$ cat src/rtl/logic_unit_pkg.sv
// Shared op encoding and flag bit positions for the logic unit pipeline.
package logic_unit_pkg;

   typedef enum logic [2:0] {
      OP_NOT_A = 3'd0,
      OP_NOT_B = 3'd1,
      OP_AND   = 3'd2,
      OP_OR    = 3'd3,
      OP_NAND  = 3'd4,
      OP_NOR   = 3'd5,
      OP_XOR   = 3'd6,
      OP_XNOR  = 3'd7
   } op_e;

   localparam int unsigned FLAG_ZERO     = 0;
   localparam int unsigned FLAG_ALL_ONES = 1;
   localparam int unsigned FLAG_PARITY   = 2;

endpackage

$ cat src/rtl/logic_unit_core.sv
// Combinational bitwise logic unit: y = f(op, a, b).
module logic_unit_core
   import logic_unit_pkg::*;
#(
   parameter int WIDTH = 8
) (
   input  logic [2:0]       op,
   input  logic [WIDTH-1:0] a,
   input  logic [WIDTH-1:0] b,
   output logic [WIDTH-1:0] y
);

   always_comb begin
      y = '0;
      unique case (op_e'(op))
         OP_NOT_A: y = ~a;
         OP_NOT_B: y = ~b;
         OP_AND:   y = a & b;
         OP_OR:    y = a | b;
         OP_NAND:  y = ~(a & b);
         OP_NOR:   y = ~(a | b);
         OP_XOR:   y = a ^ b;
         OP_XNOR:  y = ~(a ^ b);
      endcase
   end

endmodule

$ cat src/rtl/logic_unit_pipe.sv
// Two-stage valid/ready pipeline around logic_unit_core with a transfer counter.
// Define LOGIC_UNIT_PIPE_FLAGS_EN to add the registered {parity, all_ones, zero} flags port.
module logic_unit_pipe
   import logic_unit_pkg::*;
#(
   parameter int WIDTH = 8
) (
   input  logic             clk,
   input  logic             rst,
   input  logic             in_valid,
   output logic             in_ready,
   input  logic [2:0]       op,
   input  logic [WIDTH-1:0] a,
   input  logic [WIDTH-1:0] b,
   output logic             out_valid,
   input  logic             out_ready,
   output logic [WIDTH-1:0] result,
   output logic [15:0]      done_count
`ifdef LOGIC_UNIT_PIPE_FLAGS_EN
   ,
   output logic [2:0]       flags
`endif
);

   logic             s1_valid_q, s1_valid_d;
   logic [WIDTH-1:0] s1_a_q, s1_a_d;
   logic [WIDTH-1:0] s1_b_q, s1_b_d;
   logic [2:0]       s1_op_q, s1_op_d;
   logic             out_valid_q, out_valid_d;
   logic [WIDTH-1:0] result_q, result_d;
   logic [15:0]      done_count_q, done_count_d;
   logic [WIDTH-1:0] core_y;
   logic             advance;

   logic_unit_core #(
      .WIDTH (WIDTH)
   ) u_core (
      .op (s1_op_q),
      .a  (s1_a_q),
      .b  (s1_b_q),
      .y  (core_y)
   );

   // Both stages move together; out_ready reaches in_ready combinationally.
   assign advance  = !out_valid_q || out_ready;
   assign in_ready = !s1_valid_q || advance;

   always_comb begin
      s1_valid_d   = s1_valid_q;
      s1_a_d       = s1_a_q;
      s1_b_d       = s1_b_q;
      s1_op_d      = s1_op_q;
      out_valid_d  = out_valid_q;
      result_d     = result_q;
      done_count_d = done_count_q;

      if (in_ready) begin
         s1_valid_d = in_valid;
         if (in_valid) begin
            s1_a_d  = a;
            s1_b_d  = b;
            s1_op_d = op;
         end
      end

      if (advance) begin
         out_valid_d = s1_valid_q;
         if (s1_valid_q) begin
            result_d = core_y;
         end
      end

      if (out_valid_q && out_ready) begin
         done_count_d = done_count_q + 16'd1;
      end
   end

   always_ff @(posedge clk) begin
      if (rst) begin
         s1_valid_q   <= 1'b0;
         s1_a_q       <= '0;
         s1_b_q       <= '0;
         s1_op_q      <= '0;
         out_valid_q  <= 1'b0;
         result_q     <= '0;
         done_count_q <= '0;
      end else begin
         s1_valid_q   <= s1_valid_d;
         s1_a_q       <= s1_a_d;
         s1_b_q       <= s1_b_d;
         s1_op_q      <= s1_op_d;
         out_valid_q  <= out_valid_d;
         result_q     <= result_d;
         done_count_q <= done_count_d;
      end
   end

   assign out_valid  = out_valid_q;
   assign result     = result_q;
   assign done_count = done_count_q;

`ifdef LOGIC_UNIT_PIPE_FLAGS_EN
   logic [2:0] flags_q, flags_d;

   always_comb begin
      flags_d = flags_q;
      if (advance && s1_valid_q) begin
         flags_d[FLAG_ZERO]     = (core_y == '0);
         flags_d[FLAG_ALL_ONES] = &core_y;
         flags_d[FLAG_PARITY]   = ^core_y;
      end
   end

   always_ff @(posedge clk) begin
      if (rst) begin
         flags_q <= '0;
      end else begin
         flags_q <= flags_d;
      end
   end

   assign flags = flags_q;
`endif

endmodule

$ cat config.mk
export PLATFORM = sky130hd
export DESIGN_NAME = logic_unit_pipe
export DESIGN_NICKNAME = d
export VERILOG_FILES = /design/src/rtl/logic_unit_pkg.sv /design/src/rtl/logic_unit_core.sv /design/src/rtl/logic_unit_pipe.sv
export SDC_FILE = /design/constraint.sdc
export NUM_CORES = 1
export LEC_CHECK = 0
export BUFFER_PORTS_ARGS = -buffer_cell sky130_fd_sc_hd__buf_2
export CAP_MARGIN = 10
export CORE_ASPECT_RATIO = 1.4
export CORE_MARGIN = 2
export CORE_UTILIZATION = 35
export CTS_CLUSTER_SIZE = 12
export DETAILED_ROUTE_END_ITERATION = 8
export GPL_TIMING_DRIVEN = 0
export PLACE_DENSITY = 0.63
export RECOVER_POWER = 100
export SLEW_MARGIN = 20
export SYNTH_ARGS = -nofsm -noshare
export SYNTH_HDL_FRONTEND = slang
export SYNTH_HIERARCHICAL = 1
export SYNTH_SLANG_ARGS = --single-unit
$ cat constraint.sdc
create_clock -name clk -period 2 [get_ports clk]
set_input_delay 0.2 -clock clk [delete_from_list [all_inputs] [get_ports clk]]
set_output_delay 0.2 -clock clk [all_outputs]
set_load 0.01 [all_outputs]
# Word level (Yosys, flattened, before mapping)
# Index checks and enable logic that the tools add are counted.
# W data, S select, Z words.
# totals
register_bits	45
in_bits	23
output_inout_bits	26
word_cells	32
# op_classes
add_sub_neg	1
n_eq_ne	7
mux	1
bitwise	8
n_reduce_logical	8
# ops
operator	count
$pmux W8 S8	1
$not A8 Y8	5
$add A16 B1 Y16 const B	1
$eq A3 B3 Y1 const B	4
$and A8 B8 Y8	1
$or A8 B8 Y8	1
$xor A8 B8 Y8	1
$eq A3 B2 Y1 const B	2
$reduce_and A2 Y1	2
$eq A3 B1 Y1 const B	1
$logic_not A3 Y1	1
$logic_not A1 Y1	2
$logic_or A1 B1 Y1	2
$logic_and A1 B1 Y1	1

# Depth between registers and ports, before layout
# logic_depth
ltp_word	4
mapped_depth	8
mapped_depth_nobuf	8

# By module
# Netlist, hierarchy kept.
# by_module_without_submodules
module	n_inst	cells_each	area_each_um2	seq_area_each_um2
logic_unit_pipe	1	199	1735.4	900.9
logic_unit_core	1	117	823.3	0.0

# Worst setup path before layout
# No wires, ideal clock.
# synth_timing
kind	flip-flop to flip-flop
startpoint	reg done_count_q[0], in the netlist done_count[0]
endpoint	reg done_count_q[14], in the netlist done_count[14]
setup_ps	70
arrival_ps	1453
t_required_ps	1930
path_slack_ps	477
stages_incl_launch_ff	6
path_buffers	0
synth_period_minus_slack_ps	1523
path_cell_list	dfxtp_1 -> ha_1 -> nand3_2 -> nor2_1 -> or4b_1 -> a21oi_1
# synth_via
elab_chain_cells	1
# synth_rtl
item	line_no	source
start: declaration	logic_unit_pipe.sv:31	logic [15:0] done_count_q, done_count_d;
start signal: assignment	logic_unit_pipe.sv:94	done_count_q <= done_count_d;
$add A16 B1 Y16	logic_unit_pipe.sv:74	done_count_d = done_count_q + 16'd1;
# Every way passes these cells.
# A chain may end at the register's enable or synchronous reset.

# Worst setup path after layout
# layout_timing
startpoint	reg s1_op_q[2]
endpoint	reg result_q[7], in the netlist result[7]
# layout_via
elab_chain_cells	2
word_cells_on_any_way	9
cone_classes	7 x eq/ne; 1 x mux; 1 x reduce/logical
# layout_rtl
item	line_no	source
start: declaration	logic_unit_pipe.sv:28	logic [2:0] s1_op_q, s1_op_d;
start signal: assignment	logic_unit_pipe.sv:91	s1_op_q <= s1_op_d;
$eq A3 B3 Y1 (tied with other cells)	logic_unit_core.sv:15	unique case (op_e'(op))
$pmux W8 S8 (*)	logic_unit_core.sv:15	
named net core_y[7]	logic_unit_pipe.sv:32	logic [WIDTH-1:0] core_y;
end signal: assignment	logic_unit_pipe.sv:93	result_q <= result_d;
end: declaration	logic_unit_pipe.sv:30	logic [WIDTH-1:0] result_q, result_d;
# Mark *: on every way through the listed nets, which the timed path passes. The rest lies on a longest branch.

==> key figures <==
Run status
  – Status: finished clean

Synth
  – Post-Synth Simple-Gate Area: between 20% and 30%
  – Top FF cell, synth: dfxtp_1
  – Compound-gate portion of the synthesized area: 16.5%
  – Unique masters post-synth: 48
  – Warnings, synthesis: 6
  – Synth top area cells: dfxtp_1 (35%), nand2_1 (8.7%), ha_1 (8.3%)
  – Syn nets: 356
  – Post-Syn Instances: 316
  – Post-synth top area share: 35.2%
  – Yosys reg bits: 45
  – Post-synth EDFFs: 0
  – Asr flop ratio synth: 0%
  – Mux share of post-synthesis cell area: slightly above 7%
  – Largest family of logic cells by synthesized area: simple AND/OR/NAND/NOR gates
  – Post-Syn Area: 2560 µm²
  – Syn_area_per_cell: 8.10 µm²
  – Xor and xnor area share after synthesis: 4.45%
  – Post-synthesis adder-cell area fraction: 8.31%
  – Post-synthesis sequential area ratio: between 30% and 40%
  – Cell taking the most area after synthesis: dfxtp_1

Worst setup path
  – Reg2Reg Depth: 6
  – CP dominant cell by count: clkbuf_2
  – WP data arrival: 1.94 ns
  – Crit-path max cell delay: 0.51 ns
  – Crit start category: register
  – Critical path, cell by cell: clkbuf_2 -> clkbuf_2 -> nor3_1 -> a22oi_1 -> mux2i_1 -> nor2_1
  – Max FO, Critical Path: 10
  – WS Path Type: register to register
  – Required @ worst endpoint: 2.18 ns
  – Slowest CP cell: nor3_1
  – CP endpoint kind: register

Power and ir drop
  – Switching part of the total: 26.3%
  – PwrDens: about 670 nW/µm²
  – Comb power frac: 15.2%
  – Worst VDD drop: 0.000366 V
  – Clock network power share: about 37%
  – Int Pwr: 1.47 mW
  – Lkg Pwr: 1.21 nW
  – Sequential power share: 48.2%
  – Switching pwr: 0.526 mW

Floorplanning
  – Die Area: between 8000 and 9000 µm²
  – Boundary Pins: roughly 50
  – Initial cell density of the core: 36.4%
  – Cell row count: 36
  – Die Ht: 105 µm
  – Core area: 7030 µm²
  – Die width: 76.3 µm

Job
  – Max-Cap Viols: 0

STA
  – Period utilisation layout: between 80% and 90%
  – Final min period: about 1.8 ns
  – Setup Viol. Count Final: 0
  – RSZ-0062 raised after global routing: false
  – Fmax: 568 MHz
  – Slew Viols, Final: 0
  – Slew at the pin closest to its max-slew limit: approximately 0.66 ns
  – Hold Fails Final Rpt: 0
  – Slew HR: 56.2%
  – Setup_tns: 0 ns
  – Clock skew: 0.00362 ns

Clock network
  – CTS HTree Levels: 2
  – Post-CTS sizing: 0
  – Setup bufs post-CTS: 0
  – TritonCTS clock tree: yes
  – CTS sink cnt: 45
  – Worst-path clk slew: 0.09 ns
  – CTS Root Cell: clkbuf_8
  – CTS Hold Bufs: 0
  – Num CTS Buffers: 5
  – Clock Latency Late Sink: 0.30 ns
  – Clock buffer depth: 2

Route
  – DRT Wirelength: 6.03 mm
  – Detail Route Antenna Nets: 0
  – DRT Pass-1 Iters: 4
  – Via-per-instance ratio: 4.92
  – First-iteration detailed-routing DRC count: 110
  – Via count: 2293
  – Wire length per cell: 12.9 µm
  – DRC violation count after routing: 0

Place
  – HPWL Detailed: 4.63 mm
  – GP Congestion: 0.849
  – Placed cells: 458
  – Port-buffer cells: 47

Final layout
  – Ant. Diodes: 0
  – Area occupied by multi-input gates: 1470 µm²
  – Fill count: 784
  – Syn-to-layout area delta: 17.1%
  – Final Net Count: 410
  – Non-Filler Instances: 466
  – Reg area: 901 µm²
  – Layout cells sized above 1: 13.7%

Min path
  – Min-delay worst type: input pin to register
  – Hold path depth: 3

GRT
  – Vias in the first global route: 2180
  – First-pass GRT wire length: between 10 and 15 mm
  – Initial antenna violation count: 0
  – Pin count of the biggest net entering global routing: 15
  – All-Layer GR Usage: around 16%
  – Overflow after GRT: 0
## worst paths after layout
check                           from                      end  slack (ns)
max reg2reg  s1_op_q[2]$_SDFFE_PP0P_   result[7]$_SDFFE_PP0P_        0.24
min                             b[4]   s1_b_q[4]$_SDFFE_PP0P_        0.13
max          s1_op_q[2]$_SDFFE_PP0P_   result[7]$_SDFFE_PP0P_        0.24
min reg2reg  s1_op_q[0]$_SDFFE_PP0P_  s1_op_q[0]$_SDFFE_PP0P_        0.46
## registers in the layout (all words and copies together) (netlist names)
register / count
s1_a_q: 8
done_count: 16
out_valid: 1
s1_valid_q: 1
s1_b_q: 8
s1_op_q: 3
result: 8
## logic make-up (layout without fill, tap and decap cells)
logic type | after synthesis | after routing
fa+ha+maj | 17 | 17
xor+xnor | 13 | 13
mux | 15 | 15
simple gates | 113 | 113
buf+inv | 44 | 99
flops | 45 | 45
compound gates | 69 | 69
## layout make-up
type | count | area share (%)
multi-input cells | 227 | 48.9
flip-flops and latches | 45 | 30.1
well taps | 95 | 3.97
plain buffers | 19 | 3.09
repair buffers | 47 | 6.76
clock buffers | 6 | 2.76
inverters | 25 | 3.22
clock inverters | 2 | 1.25
## worst max-delay path: cells and delay by family (launching register included)
family	cells	cell delay (ns)
AND/OR/NAND/NOR	2	0.56
buffers and inverters	2	0.40
flip-flops	1	0.32
AO/OA/AOI/OAI	1	0.21
multiplexers	1	0.16
## power by group through the flow
| stage | Clock (mW) | Sequential (mW) | Combinational (mW) |
|---|---|---|---|
| after floorplan | 0 | 0.986 | 0.213 |
| after CTS | 0.752 | 0.964 | 0.314 |
| after detailed placement | 0 | 0.985 | 0.313 |
| final | 0.732 | 0.964 | 0.304 |
| after global placement | 0 | 0.984 | 0.304 |
| after global routing | 0.788 | 0.972 | 0.346 |
## Yosys cell counts, types with 2 or more instances
library cell  count
nand2_1          59
dfxtp_1          45
a21oi_1          27
inv_1            24
nor2_1           21
ha_1             17
o21ai_0          16
mux2i_1          11
buf_2            10
nand3_1           7
xor2_1            7
xnor2_1           6
clkbuf_1          5
a22oi_1           4
nand4_1           4
nor3_1            4
o211ai_1          4
o221ai_1          4
a31oi_1           3
nand3b_1          3
or3_1             3
mux2_4            2
mux4_2            2
nand2b_1          2
o211a_1           2
o22ai_1           2
## layer usage
layer	global-route usage, %	vias up	part of all wire, %
met5	0	-	0
met4	4.55	0	1.3
met3	3.80	5	5.0
met2	28.9	43	52
met1	17.4	1051	41
li1	-	1194	-
## placed cells by master (no fill, tap or decap), drive strengths merged, types with 5 or more instances in the layout
| cell | instances |
|---|---|
| nand2 | 59 |
| dfxtp | 45 |
| clkbuf | 40 |
| buf | 32 |
| a21oi | 27 |
| inv | 25 |
| nor2 | 21 |
| ha | 17 |
| o21ai | 17 |
| mux2i | 11 |
| nand3 | 8 |
| xor2 | 7 |
| xnor2 | 6 |
| nand4 | 5 |
## metrics by stage
step	util (%)	power (mW)	setup WS [ns]	hold WS [ns]	area, µm²
after detailed placement	41.5	1.30	0.305	0.445	2910
after global placement	41.5	1.29	0.315	0.441	2910
after floorplan	-	1.20	0.477	0.329	2560
after global routing	42.6	2.11	0.0953	0.118	3000
final	42.6	2.00	0.241	0.130	3000
after CTS	43.2	2.03	0.299	0.124	3030
(Power assumes the default switching activity.)
